### src/rtl/ld_sampler.sv
// ---------------------------------------------------------------------------
// ld_sampler
//
// Periodically reads two load cells (left, then right) through an SPI-attached
// A2D converter. A free-running period counter starts one sample round each
// time it wraps to 0. Each channel costs two SPI transactions: a command phase
// that selects the A2D channel, then a read phase that returns the conversion.
// The 12-bit results are presented on lft_ld / rght_ld and a one-cycle ld_vld
// pulse marks the end of a complete round.
//
// Configuration:
//   LD_SAMPLER_AVG_EN (macro) - when defined, each load output is the mean of
//                               the last 4 samples captured for that channel
//                               (14-bit running sum + 4-deep history, output is
//                               sum[13:2]; history starts at 0 so the first
//                               three outputs after reset ramp up). When
//                               undefined, outputs are the raw samples.
//
// Parameters:
//   fast_sim   - 1: 2^10-cycle sample period, 0: 2^20-cycle sample period
//   LFT_CHNL   - A2D channel of the left load cell
//   RGHT_CHNL  - A2D channel of the right load cell
//
// Ports:
//   clk          in   1   sole clock, rising edge
//   rst          in   1   synchronous active-high reset
//   spi_wrt      out  1   one-cycle pulse starting one SPI transaction
//   spi_cmd      out  16  command word, stable from spi_wrt until spi_done
//   spi_done     in   1   one-cycle pulse: transaction complete
//   spi_rd       in   16  returned data, valid in the spi_done cycle
//   lft_ld       out  12  left load value (registered)
//   rght_ld      out  12  right load value (registered)
//   ld_vld       out  1   one-cycle pulse, the cycle after rght_ld updates
//   spi_err      out  1   sticky transaction-timeout flag
//   o_dbg_state  out  3   current FSM state encoding (observation only)
//
// SPI handshake: spi_wrt is a single-cycle request carrying spi_cmd; exactly
// one transaction is outstanding until the matching single-cycle spi_done.
// spi_done is only honoured in the WAIT_CMD / WAIT_READ states, so a stray or
// late done pulse (IDLE, CMD, READ, or after a reset) has no effect. If no
// done arrives within 1024 cycles of spi_wrt, the round is abandoned and
// spi_err is set; a done landing in the 1024th cycle still counts.
// ---------------------------------------------------------------------------
module ld_sampler #(
    parameter int         fast_sim  = 1,
    parameter logic [2:0] LFT_CHNL  = 3'd0,
    parameter logic [2:0] RGHT_CHNL = 3'd4
) (
    input  logic        clk,
    input  logic        rst,
    output logic        spi_wrt,
    output logic [15:0] spi_cmd,
    input  logic        spi_done,
    input  logic [15:0] spi_rd,
    output logic [11:0] lft_ld,
    output logic [11:0] rght_ld,
    output logic        ld_vld,
    output logic        spi_err,
    output logic [2:0]  o_dbg_state
);

    typedef enum logic [2:0] {
        IDLE      = 3'd0,
        CMD       = 3'd1,
        WAIT_CMD  = 3'd2,
        READ      = 3'd3,
        WAIT_READ = 3'd4
    } state_t;

    localparam int         PER_W   = (fast_sim != 0) ? 10 : 20;
    // Counter value during the 1024th cycle after spi_wrt.
    localparam logic [9:0] TO_LAST = 10'd1023;

    // ------------------------------------------------------------------
    // Declarations
    // ------------------------------------------------------------------
    state_t           r_state;
    state_t           w_state_nxt;
    logic             r_sel;          // 0: left channel, 1: right channel
    logic             w_sel_nxt;
    logic [15:0]      r_spi_cmd;
    logic [15:0]      w_cmd_nxt;
    logic [PER_W-1:0] r_period_cnt;
    logic [9:0]       r_to_cnt;
    logic             r_spi_err;
    logic             r_rght_upd;     // rght_ld was loaded this cycle
    logic             r_ld_vld;
    logic [11:0]      r_lft_ld;
    logic [11:0]      r_rght_ld;

    logic             w_wrap;
    logic             w_waiting;
    logic             w_to_expired;
    logic             w_spi_wrt;
    logic             w_capture;
    logic             w_err_set;
    logic [11:0]      w_sample;
    logic [11:0]      w_lft_val;
    logic [11:0]      w_rght_val;
    logic             w_unused_rd_hi;

    // Upper nibble of the A2D reply carries no conversion data.
    assign w_sample       = spi_rd[11:0];
    assign w_unused_rd_hi = ^spi_rd[15:12];

    // ------------------------------------------------------------------
    // Sample-period counter. Free-running; a round is launched on the
    // cycle where it rolls over to 0. A rollover seen outside IDLE is
    // simply not acted upon, so it is dropped rather than queued.
    // ------------------------------------------------------------------
    always_ff @(posedge clk) begin
        if (rst) begin
            r_period_cnt <= '0;
        end else begin
            r_period_cnt <= r_period_cnt + PER_W'(1);
        end
    end

    assign w_wrap = (r_period_cnt == {PER_W{1'b1}});

    // ------------------------------------------------------------------
    // Transaction timeout counter. Cleared in the spi_wrt cycle, counts
    // while waiting. In the n-th cycle after spi_wrt it holds n-1.
    // ------------------------------------------------------------------
    assign w_waiting    = (r_state == WAIT_CMD) || (r_state == WAIT_READ);
    assign w_to_expired = w_waiting && (r_to_cnt == TO_LAST);

    always_ff @(posedge clk) begin
        if (rst) begin
            r_to_cnt <= '0;
        end else if ((r_state == CMD) || (r_state == READ)) begin
            r_to_cnt <= '0;
        end else if (w_waiting) begin
            r_to_cnt <= r_to_cnt + 10'd1;
        end
    end

    // ------------------------------------------------------------------
    // FSM next-state / output logic
    // ------------------------------------------------------------------
    always_comb begin
        w_state_nxt = r_state;
        w_sel_nxt   = r_sel;
        w_cmd_nxt   = r_spi_cmd;
        w_spi_wrt   = 1'b0;
        w_capture   = 1'b0;
        w_err_set   = 1'b0;

        case (r_state)
            IDLE: begin
                if (w_wrap) begin
                    w_state_nxt = CMD;
                    w_sel_nxt   = 1'b0;
                    w_cmd_nxt   = {2'b00, LFT_CHNL, 11'h000};
                end
            end

            CMD: begin
                w_spi_wrt   = 1'b1;
                w_state_nxt = WAIT_CMD;
            end

            WAIT_CMD: begin
                // Done takes priority over an expiring timeout.
                if (spi_done) begin
                    w_state_nxt = READ;
                    w_cmd_nxt   = 16'h0000;
                end else if (w_to_expired) begin
                    w_state_nxt = IDLE;
                    w_err_set   = 1'b1;
                end
            end

            READ: begin
                w_spi_wrt   = 1'b1;
                w_state_nxt = WAIT_READ;
            end

            WAIT_READ: begin
                if (spi_done) begin
                    w_capture = 1'b1;
                    if (!r_sel) begin
                        w_state_nxt = CMD;
                        w_sel_nxt   = 1'b1;
                        w_cmd_nxt   = {2'b00, RGHT_CHNL, 11'h000};
                    end else begin
                        w_state_nxt = IDLE;
                    end
                end else if (w_to_expired) begin
                    w_state_nxt = IDLE;
                    w_err_set   = 1'b1;
                end
            end

            default: begin
                w_state_nxt = IDLE;
            end
        endcase
    end

    // ------------------------------------------------------------------
    // FSM state register and status flags
    // ------------------------------------------------------------------
    always_ff @(posedge clk) begin
        if (rst) begin
            r_state    <= IDLE;
            r_sel      <= 1'b0;
            r_spi_cmd  <= 16'h0000;
            r_spi_err  <= 1'b0;
            r_rght_upd <= 1'b0;
            r_ld_vld   <= 1'b0;
        end else begin
            r_state    <= w_state_nxt;
            r_sel      <= w_sel_nxt;
            r_spi_cmd  <= w_cmd_nxt;
            r_spi_err  <= r_spi_err | w_err_set;
            r_rght_upd <= w_capture & r_sel;
            // ld_vld trails the rght_ld update by one cycle so both loads
            // are already stable when it is seen.
            r_ld_vld   <= r_rght_upd;
        end
    end

    // ------------------------------------------------------------------
    // Optional 4-sample moving average
    // ------------------------------------------------------------------
`ifdef LD_SAMPLER_AVG_EN
    logic [11:0] r_lft_hist  [4];
    logic [11:0] r_rght_hist [4];
    logic [13:0] r_lft_sum;
    logic [13:0] r_rght_sum;
    logic [13:0] w_lft_sum_nxt;
    logic [13:0] w_rght_sum_nxt;

    // Running sum: drop the oldest sample, add the new one. The sum always
    // equals the total of the history entries, so it never overflows 14 bits.
    assign w_lft_sum_nxt  = r_lft_sum  - {2'b00, r_lft_hist[3]}  + {2'b00, w_sample};
    assign w_rght_sum_nxt = r_rght_sum - {2'b00, r_rght_hist[3]} + {2'b00, w_sample};

    always_ff @(posedge clk) begin
        if (rst) begin
            r_lft_sum  <= '0;
            r_rght_sum <= '0;
            for (int i = 0; i < 4; i++) begin
                r_lft_hist[i]  <= '0;
                r_rght_hist[i] <= '0;
            end
        end else if (w_capture) begin
            if (!r_sel) begin
                r_lft_sum     <= w_lft_sum_nxt;
                r_lft_hist[0] <= w_sample;
                for (int i = 1; i < 4; i++) begin
                    r_lft_hist[i] <= r_lft_hist[i-1];
                end
            end else begin
                r_rght_sum     <= w_rght_sum_nxt;
                r_rght_hist[0] <= w_sample;
                for (int i = 1; i < 4; i++) begin
                    r_rght_hist[i] <= r_rght_hist[i-1];
                end
            end
        end
    end

    assign w_lft_val  = w_lft_sum_nxt[13:2];
    assign w_rght_val = w_rght_sum_nxt[13:2];
`else
    assign w_lft_val  = w_sample;
    assign w_rght_val = w_sample;
`endif

    // ------------------------------------------------------------------
    // Load output registers; loaded the cycle after the delivering done.
    // ------------------------------------------------------------------
    always_ff @(posedge clk) begin
        if (rst) begin
            r_lft_ld  <= '0;
            r_rght_ld <= '0;
        end else if (w_capture) begin
            if (!r_sel) begin
                r_lft_ld <= w_lft_val;
            end else begin
                r_rght_ld <= w_rght_val;
            end
        end
    end

    // ------------------------------------------------------------------
    // Outputs
    // ------------------------------------------------------------------
    assign spi_wrt     = w_spi_wrt;
    assign spi_cmd     = r_spi_cmd;
    assign lft_ld      = r_lft_ld;
    assign rght_ld     = r_rght_ld;
    assign ld_vld      = r_ld_vld;
    assign spi_err     = r_spi_err;
    assign o_dbg_state = r_state;

endmodule

### config.mk
export PLATFORM = sky130hd
export DESIGN_NAME = ld_sampler
export DESIGN_NICKNAME = d
export VERILOG_FILES = /design/src/rtl/ld_sampler.sv
export SDC_FILE = /design/constraint.sdc
export NUM_CORES = 1
export LEC_CHECK = 0
export CORE_AREA = 2 2 73 75
export CTS_CLUSTER_SIZE = 40
export DETAILED_ROUTE_END_ITERATION = 8
export DIE_AREA = 0 0 75 77
export GPL_TIMING_DRIVEN = 0
export PLACE_DENSITY = 0.88
export SYNTH_ARGS = -nofsm -noshare
export SYNTH_HDL_FRONTEND = slang
export SYNTH_SLANG_ARGS = --single-unit
### constraint.sdc
create_clock -name clk -period 1.95 [get_ports clk]
set_clock_uncertainty 0.1 [all_clocks]
set_input_delay 0.39 -clock clk [delete_from_list [all_inputs] [get_ports clk]]
set_output_delay 0.39 -clock clk [all_outputs]
set_load 0.01 [all_outputs]
Word-level counts from Yosys, hierarchy flattened
Index checks and enable logic that the tools add are counted.
{ "totals": {"regBits": 67, "input_bits": 19, "output_inout_bits": 46} }
{ "classes": {"mux": 20, "bitwise_logic": 3, "add_sub_neg": 2, "n_reduce_logical": 13, "eq_ne": 10} }
{ "ops": {"columns": ["cell", "n"], "rows": [
  ["2-to-1 mux 16 bit", 4],
  ["one-hot mux 16 bit (3 select lines)", 1],
  ["adder 10 x 1 -> 10 bit (second input constant)", 2],
  ["== test 10 bit (second input constant)", 2],
  ["one-hot mux 3 bit (5 select lines)", 1],
  ["2-to-1 mux 3 bit", 4],
  ["2-to-1 mux 1 bit", 9],
  ["!= test 2 bit (second input constant)", 4],
  ["== test 3 x 2 -> 1 bit (second input constant)", 2],
  ["OR reduction 2 bit", 3],
  ["AND reduction 5 bit", 1],
  ["AND reduction 2 bit", 2],
  ["== test 3 x 1 -> 1 bit (second input constant)", 1],
  ["== test 3 bit (second input constant)", 1],
  ["zero test 3 bit", 1],
  ["AND reduction 3 bit", 1],
  ["nonzero test 3 bit", 1],
  ["logical OR 1 bit", 2],
  ["one-hot mux 1 bit (2 select lines)", 1],
  ["nonzero test 2 bit", 1],
  ["bitwise AND 1 bit", 1],
  ["logical AND 1 bit", 1],
  ["inverter 1 bit", 1],
  ["bitwise OR 1 bit", 1]
]} }

Longest topological paths before layout
Gate-level depths: netlist of run 1.
{ "depth": {"word_depth": 7, "depth_mapped": 6, "mapped_depth_nobuf": 4} }

Worst setup path after synthesis of run 1
Ideal clock, no wire load.
{ "synth_timing": {"kind": "register to register", "startpoint": "register r_state[1] (netlist: o_dbg_state[1])", "endpoint": "register r_lft_ld[0] (netlist: lft_ld[0])", "synth_period_minus_slack_ps": 1463, "path_buffers": 3, "setup_slack_ps": 487, "t_required_ps": 1718, "t_arrival_ps": 1231, "path_stages_with_launch": 7, "cell_sequence": "dfxtp_1 -> buf_2 -> and4bb_2 -> buf_2 -> buf_4 -> nand3_1 -> a21oi_1"} }
{ "synth_via": {"elab_chain_cells": 3} }
{ "synth_lines": {"columns": ["element", "line", "text"], "rows": [
  ["from (decl)", "77", "state_t r_state;"],
  ["from (signal assigned)", "213", "r_state <= w_state_nxt;"],
  ["== test 3 bit", "149", "case (r_state)"],
  ["2-to-1 mux 1 bit", "149", null],
  ["AND reduction 2 bit (no line)", null, null],
  ["to (signal assigned)", "281", "r_lft_ld <= w_lft_val;"],
  ["to (decl)", "88", "logic [11:0] r_lft_ld;"]
]} }
No other way between the ends.
A chain may end at the register's enable or synchronous reset.

Final worst setup path of run 1
{ "layout_timing": {"startpoint": "register r_state[2] (netlist: o_dbg_state[2])", "endpoint": "output port spi_wrt"} }
{ "layout_via": {"elab_chain_cells": 3} }
{ "layout_lines": {"columns": ["element", "line", "text"], "rows": [
  ["== test 3 x 1 -> 1 bit or == test 3 x 2 -> 1 bit (tied branches)", "149", null],
  ["OR reduction 2 bit (no line) *", null, null],
  ["2-to-1 mux 1 bit *", "149", null],
  ["to (decl)", "51", "output logic spi_wrt,"]
]} }
Mark *: on every way between the ends. The rest lies on a longest branch, timed or not.

==> flow_metrics.env, run 1 <==
export IMPL_finalWirelength_microns=5730
export IMPL_cpMaxStageDelayCell="dfxtp_1"
export IMPL_final_setup_tns_ps=0
export IMPL_cts_sinks=52
export IMPL_hold_class="reg2reg"
export IMPL_rows=26
export IMPL_core_sq_mm=0.00498
export IMPL_cts_root_buf="clkbuf_8"
export IMPL_clk_latency_ps=310
export IMPL_hold_ws_ps=371
export IMPL_drc=0
export IMPL_endpoint_kind="primary output"
export IMPL_cts_path_max_buffers=2
export IMPL_clock_tree_htree_level_count=2
export IMPL_synth_edff_count=0
export IMPL_synthAdderAreaFrac_pct=1.06
export IMPL_fin_ws_ps=90.7
export IMPL_path_class="reg2out"
export IMPL_cp_top_family="buffers and inverters"
export IMPL_dp_slack_ps=-159
export IMPL_min_to="ld_vld$_SDFF_PP0_"
export IMPL_num_io_pins=65
export IMPL_maxSlewHeadroom_pct=55.0
export IMPL_io_buffers=44
export IMPL_grt_start_max_net_pins=19
export IMPL_setup_viol=0
export IMPL_critPathMaxFanout=10
export IMPL_first_pass_iters=5
export IMPL_worstPathRequired_ps=1460
export IMPL_path_cells="buf_4 > nand2b_4 > inv_1 > dlygate4sd2_1"
export IMPL_nNetsFinal=357
export IMPL_wl_per_cell_microns=14.1
export IMPL_grt_pass1_wl_microns=9230
export IMPL_gp_congestion=0.838
export IMPL_layout_drive_gt1_share_pct=13.1
export IMPL_vdd_drop_max_mv=0.350
export IMPL_worstReg2RegEnd="r_sel$_SDFFE_PP0P_"
export IMPL_power_density_mw_per_mm2=601
export IMPL_r2r_start="r_period_cnt[0]$_SDFF_PP0_"
export IMPL_min_from="r_rght_upd$_SDFF_PP0_"
export IMPL_finalHoldViolations=0
export IMPL_die_height_microns=77
export IMPL_cts_buffers=5
export IMPL_syn2layout_area_growth_pct=29.1
export IMPL_clkSlewWorstSetupHoldPaths_ps=100
export IMPL_yosysTopAreaCell="dfxtp_1"
export IMPL_muxShareOfSynthArea_pct=0.852
export IMPL_vias=2247
export IMPL_synthCells=271
export IMPL_yosys_warnings=0
export IMPL_gr_usage_all_layers_pct=20.2
export IMPL_hpwlAfterDp_microns=4150
export IMPL_leakagePower_nw=1.10
export IMPL_seqCellArea_sq_mm=0.00104
export IMPL_arrival_ps=1370
export IMPL_synth_seq_cells=52
export IMPL_async_reset_ff_share_pct=0
export IMPL_grt_antenna_before_repair=0
export IMPL_synth_xor_area_share_pct=1.49
export IMPL_die_x_microns=75
export IMPL_antenna_left=0
export IMPL_yosysSeqAreaShare_pct=44.3
export IMPL_r2r_slack_ps=260
export IMPL_synth_compound_area_share_pct=19.6
export IMPL_syn_avg_cell_area_sq_um=8.67
export IMPL_synth_flop_cell="dfxtp_1"
export IMPL_fmax_ghz=0.538
export IMPL_worst_pin_slew_ps=670
export IMPL_cp_start_kind="register"
export IMPL_synth_top_family_by_area="simple AND/OR/NAND/NOR gates"
export IMPL_synthSimpleGateAreaFrac_pct=21.7
export IMPL_avgViaCountPerCell=5.52
export IMPL_max_stage_delay_ps=380
export IMPL_yosysUniqueCellTypes=40
export IMPL_dieArea_sq_mm=0.00578
export IMPL_finalCritPeriodShare_pct=95.3
export IMPL_holdPathStages=1
export IMPL_crit_buf_inv=3
export IMPL_syn_cell_area_sq_mm=0.00235
export IMPL_final_common_cell="dfxtp_1"
export IMPL_synth_top_area_share_pct=44.3
export IMPL_multi_input_area_sq_mm=0.00111
export IMPL_first_iter_violations=243
export IMPL_cts_tree="done"
export IMPL_gr_total_overflow=0
export IMPL_reg2reg_depth=4
export IMPL_num_antenna_cells=0
export IMPL_grt_pass1_vias=1997
export IMPL_n_fill_cell=428
export IMPL_fin_util_pct=60.9
export IMPL_min_period_ps=1860
export IMPL_drv_slew=0
export IMPL_postCtsHoldBufs=0
export IMPL_start_util_pct=47.2
export IMPL_rsz0062_at_grt="no"
export IMPL_maxCapViolCount=0
export IMPL_synth_area_leaders="dfxtp_1, a21oi_1, buf_4"
export IMPL_most_common_layout_cells="dfxtp_1, clkdlybuf4s50_1, a21oi_1"
export IMPL_status="completed"
[layer usage]
metal,global-route usage [%],vias to the layer above,wire length [microns]
met1,25.8,1037,2450
met4,8.04,0,127
met3,4.07,19,373
met2,32.7,109,2780
li1,-,1082,-
met5,0,-,0
[where the power goes]
part | internal, mW | switching (mW) | total, mW | leakage (nW)
clock | 0.264 | 0.382 | 0.646 | 0.0463
combinational | 0.0522 | 0.0537 | 0.106 | 0.631
sequential | 1.07 | 0.00559 | 1.07 | 0.419
total | 1.38 | 0.442 | 1.82 | 1.10
[cell usage after synthesis (all sizes together), types with 4 or more instances]
master and count:
clkbuf 7, nor3 4, buf 28, or4 8, nor2 7, dfxtp 52, a21oi 37, or3 7
nand2 7, o31ai 7, inv 8, o21ai 30, nand3 31
[stage by stage]
step	instance area (sq um)	total power [mW]	instances
finish	3030	1.82	407
global route	3030	1.89	407
CTS	3030	1.83	407
detailed placement	2930	1.20	399
global placement	2930	1.20	399
floorplan	2400	1.16	285
[repair_timing]
action / 4_1_cts / 5_1_grt
setup endpoints to repair: 1 / 0
buffers inserted: 0 / 0
gates resized for setup: 3 / 0
[layout make-up]
| type | count | area share [%] |
|---|---|---|
| Multi-Input combinational cell | 189 | 36.8 |
| Sequential cell | 52 | 34.3 |
| Buffer | 35 | 7.26 |
| Timing Repair Buffer | 44 | 14.5 |
| Clock inverter | 3 | 0.908 |
| Clock buffer | 5 | 2.27 |
| Tap cell | 70 | 2.89 |
| Inverter | 9 | 1.11 |
[worst register-to-register path: stages (launching register included)]
cell	delay [ps]
dfxtp_1	400
ha_1	210
nand3_1	200
nor4_1	500
a221oi_1	140
[kinds of logic after synthesis]
kind of cell	Yosys count
simple gates	83
fa+ha+maj	2
other cells	1
mux	2
xor+xnor	4
compound gates	83
buf+inv	44
flops	52
[worst max-delay path by stage]
stage / from / to / slack (ps) / cells after the start
detailed placement: spi_done / lft_ld[10]$_SDFFE_PP0P_ / -160 / 6
finish: o_dbg_state[2]$_SDFFE_PP0P_ / spi_wrt / 90 / 4
global placement: spi_done / lft_ld[10]$_SDFFE_PP0P_ / -90 / 6
floorplan: o_dbg_state[1]$_SDFFE_PP0P_ / lft_ld[0]$_SDFFE_PP0P_ / 490 / 6
global route: o_dbg_state[2]$_SDFFE_PP0P_ / spi_wrt / 10 / 4
CTS: o_dbg_state[2]$_SDFFE_PP0P_ / spi_wrt / 70 / 4
[registers in the layout, summed over array words and instances, names as in the netlist]
register,cells
ld_vld,1
lft_ld,12
o_dbg_state,3
r_period_cnt,10
r_rght_upd,1
r_sel,1
r_to_cnt,10
rght_ld,12
spi_cmd,1
spi_err,1
Power figures use the tool's default switching activity.
==> run 2, diff against run 1 <==
- CORE_AREA: 2 2 73 75 -> 2 2 85 87
- DIE_AREA: 0 0 75 77 -> 0 0 87 89
- PLACE_DENSITY: 0.88 -> 0.7
==> flow_metrics.env, run 2 (synthesis results as in run 1) <==
export IMPL_crit_end="spi_wrt"
export IMPL_path_class="reg2out"
export IMPL_grt_pass1_wl_microns=9060
export IMPL_vias=2137
export IMPL_num_antenna_cells=0
export IMPL_fmax_ghz=0.534
export IMPL_num_io_pins=65
export IMPL_cp_depth=4
export IMPL_power_density_mw_per_mm2=601
export IMPL_path_cells="buf_4 > nand2b_4 > inv_1 > dlygate4sd2_1"
export IMPL_endpoint_kind="primary output"
export IMPL_grt_antenna_before_repair=0
export IMPL_worstPathRequired_ps=1460
export IMPL_wl_per_cell_microns=13.4
export IMPL_die_height_microns=89
export IMPL_finalHoldViolations=0
export IMPL_gr_total_overflow=0
export IMPL_final_setup_tns_ps=0
export IMPL_clk_latency_ps=310
export IMPL_cp_top_family="buffers and inverters"
export IMPL_hold_class="reg2reg"
export IMPL_drc=0
export IMPL_cts_tree="done"
export IMPL_layout_drive_gt1_share_pct=13.1
export IMPL_r2r_slack_ps=260
export IMPL_crit_start="o_dbg_state[2]$_SDFFE_PP0P_"
export IMPL_nNetsFinal=357
export IMPL_status="completed"
export IMPL_cts_buffers=5
export IMPL_seqCellArea_sq_mm=0.00104
export IMPL_core_sq_mm=0.00672
export IMPL_cts_path_max_buffers=2
export IMPL_cts_sinks=52
export IMPL_vdd_drop_max_mv=0.492
export IMPL_most_common_layout_cells="dfxtp_1, clkdlybuf4s50_1, a21oi_1"
export IMPL_drv_slew=0
export IMPL_avgViaCountPerCell=5.12
export IMPL_dieArea_sq_mm=0.00774
export IMPL_hpwlAfterDp_microns=4110
export IMPL_hold_ws_ps=366
export IMPL_cts_root_buf="clkbuf_8"
export IMPL_final_common_cell="dfxtp_1"
export IMPL_gr_usage_all_layers_pct=14.6
export IMPL_maxCapViolCount=0
export IMPL_io_buffers=44
export IMPL_worstReg2RegEnd="r_to_cnt[8]$_SDFFE_PP0P_"
export IMPL_first_iter_violations=73
export IMPL_crit_buf_inv=3
export IMPL_n_fill_cell=658
export IMPL_arrival_ps=1380
export IMPL_clkSlewWorstSetupHoldPaths_ps=110
export IMPL_finalCritPeriodShare_pct=96.0
export IMPL_rows=30
export IMPL_power_mw=1.83
export IMPL_fin_ws_ps=77.8
export IMPL_cp_start_kind="register"
export IMPL_leakagePower_nw=1.09
export IMPL_cpMaxStageDelayCell="dfxtp_1"
export IMPL_syn2layout_area_growth_pct=29.6
export IMPL_first_pass_iters=4
export IMPL_maxSlewHeadroom_pct=53.2
export IMPL_setup_viol=0
export IMPL_dp_slack_ps=-132
export IMPL_r2r_start="o_dbg_state[2]$_SDFFE_PP0P_"
export IMPL_antenna_left=0
export IMPL_min_period_ps=1870
export IMPL_multi_input_area_sq_mm=0.00111
export IMPL_clock_tree_htree_level_count=2
export IMPL_start_util_pct=35.0
export IMPL_max_stage_delay_ps=390
export IMPL_rsz0062_at_grt="no"
export IMPL_worst_pin_slew_ps=697
export IMPL_reg2reg_depth=4
export IMPL_grt_start_max_net_pins=19
export IMPL_grt_pass1_vias=1903
export IMPL_die_x_microns=87
export IMPL_critPathMaxFanout=10
export IMPL_finalWirelength_microns=5600
export IMPL_gp_congestion=0.773
==> run 2: changes by cell type in the layout (fill, tap and decap cells not counted) <==
cell | previous run | this run
clkinvlp_4 | 1 | 2
clkinv_4 | 1 | 0
==> run 2: worst min path at each step <==
stage | slack, ps | from | end | cells past startpoint
6_report | 370 | r_rght_upd$_SDFF_PP0_ | ld_vld$_SDFF_PP0_ | 1
5_1_grt | 380 | r_rght_upd$_SDFF_PP0_ | ld_vld$_SDFF_PP0_ | 1
4_1_cts | 370 | r_rght_upd$_SDFF_PP0_ | ld_vld$_SDFF_PP0_ | 1
3_5_place_dp | 350 | r_rght_upd$_SDFF_PP0_ | ld_vld$_SDFF_PP0_ | 1
3_3_place_gp | 340 | r_period_cnt[0]$_SDFF_PP0_ | r_period_cnt[0]$_SDFF_PP0_ | 1
2_1_floorplan | 310 | r_rght_upd$_SDFF_PP0_ | ld_vld$_SDFF_PP0_ | 1
==> run 2: layout make-up <==
cell class | count | share of cell area, %
multi-input cells | 189 | 36.6
well taps | 80 | 3.29
clock buffers | 5 | 2.26
repair buffers | 44 | 14.4
flip-flops and latches | 52 | 34.2
plain buffers | 35 | 7.23
inverters | 9 | 1.11
clock inverters | 3 | 0.863
==> run 2: layer usage <==
metal | vias to the layer above | GRT usage, % | part of all wire, %
met5 | - | 0 | 0
met4 | 0 | 2.56 | 0.80
met1 | 996 | 19.8 | 45
met2 | 51 | 23.5 | 48
met3 | 5 | 4.16 | 5.2
li1 | 1085 | - | -
==> run 2: what timing repair did <==
action                     4_1_cts  5_1_grt
buffers inserted                 0        0
setup endpoints to repair        1        0
resized for setup                3        0
hold buffers                     0        0
==> run 2: power breakdown <==
group          switching, mW  internal, mW
combinational         0.0538        0.0523
clock                  0.390         0.262
sequential           0.00491          1.07
==> run 2: stage by stage <==
step | instances | utilization, % | cell area, sq um
global route | 417 | 45.3 | 3040
global placement | 409 | 43.8 | 2940
floorplan | 285 | - | 2400
detailed placement | 409 | 43.8 | 2940
finish | 417 | 45.3 | 3040
CTS | 417 | 45.3 | 3040
==> run 3, diff against run 2 <==
- GPL_ROUTABILITY_DRIVEN: unset -> 1
==> results of run 3 <==
Same layout as run 2: the final DEF is identical, and so are final timing and power.
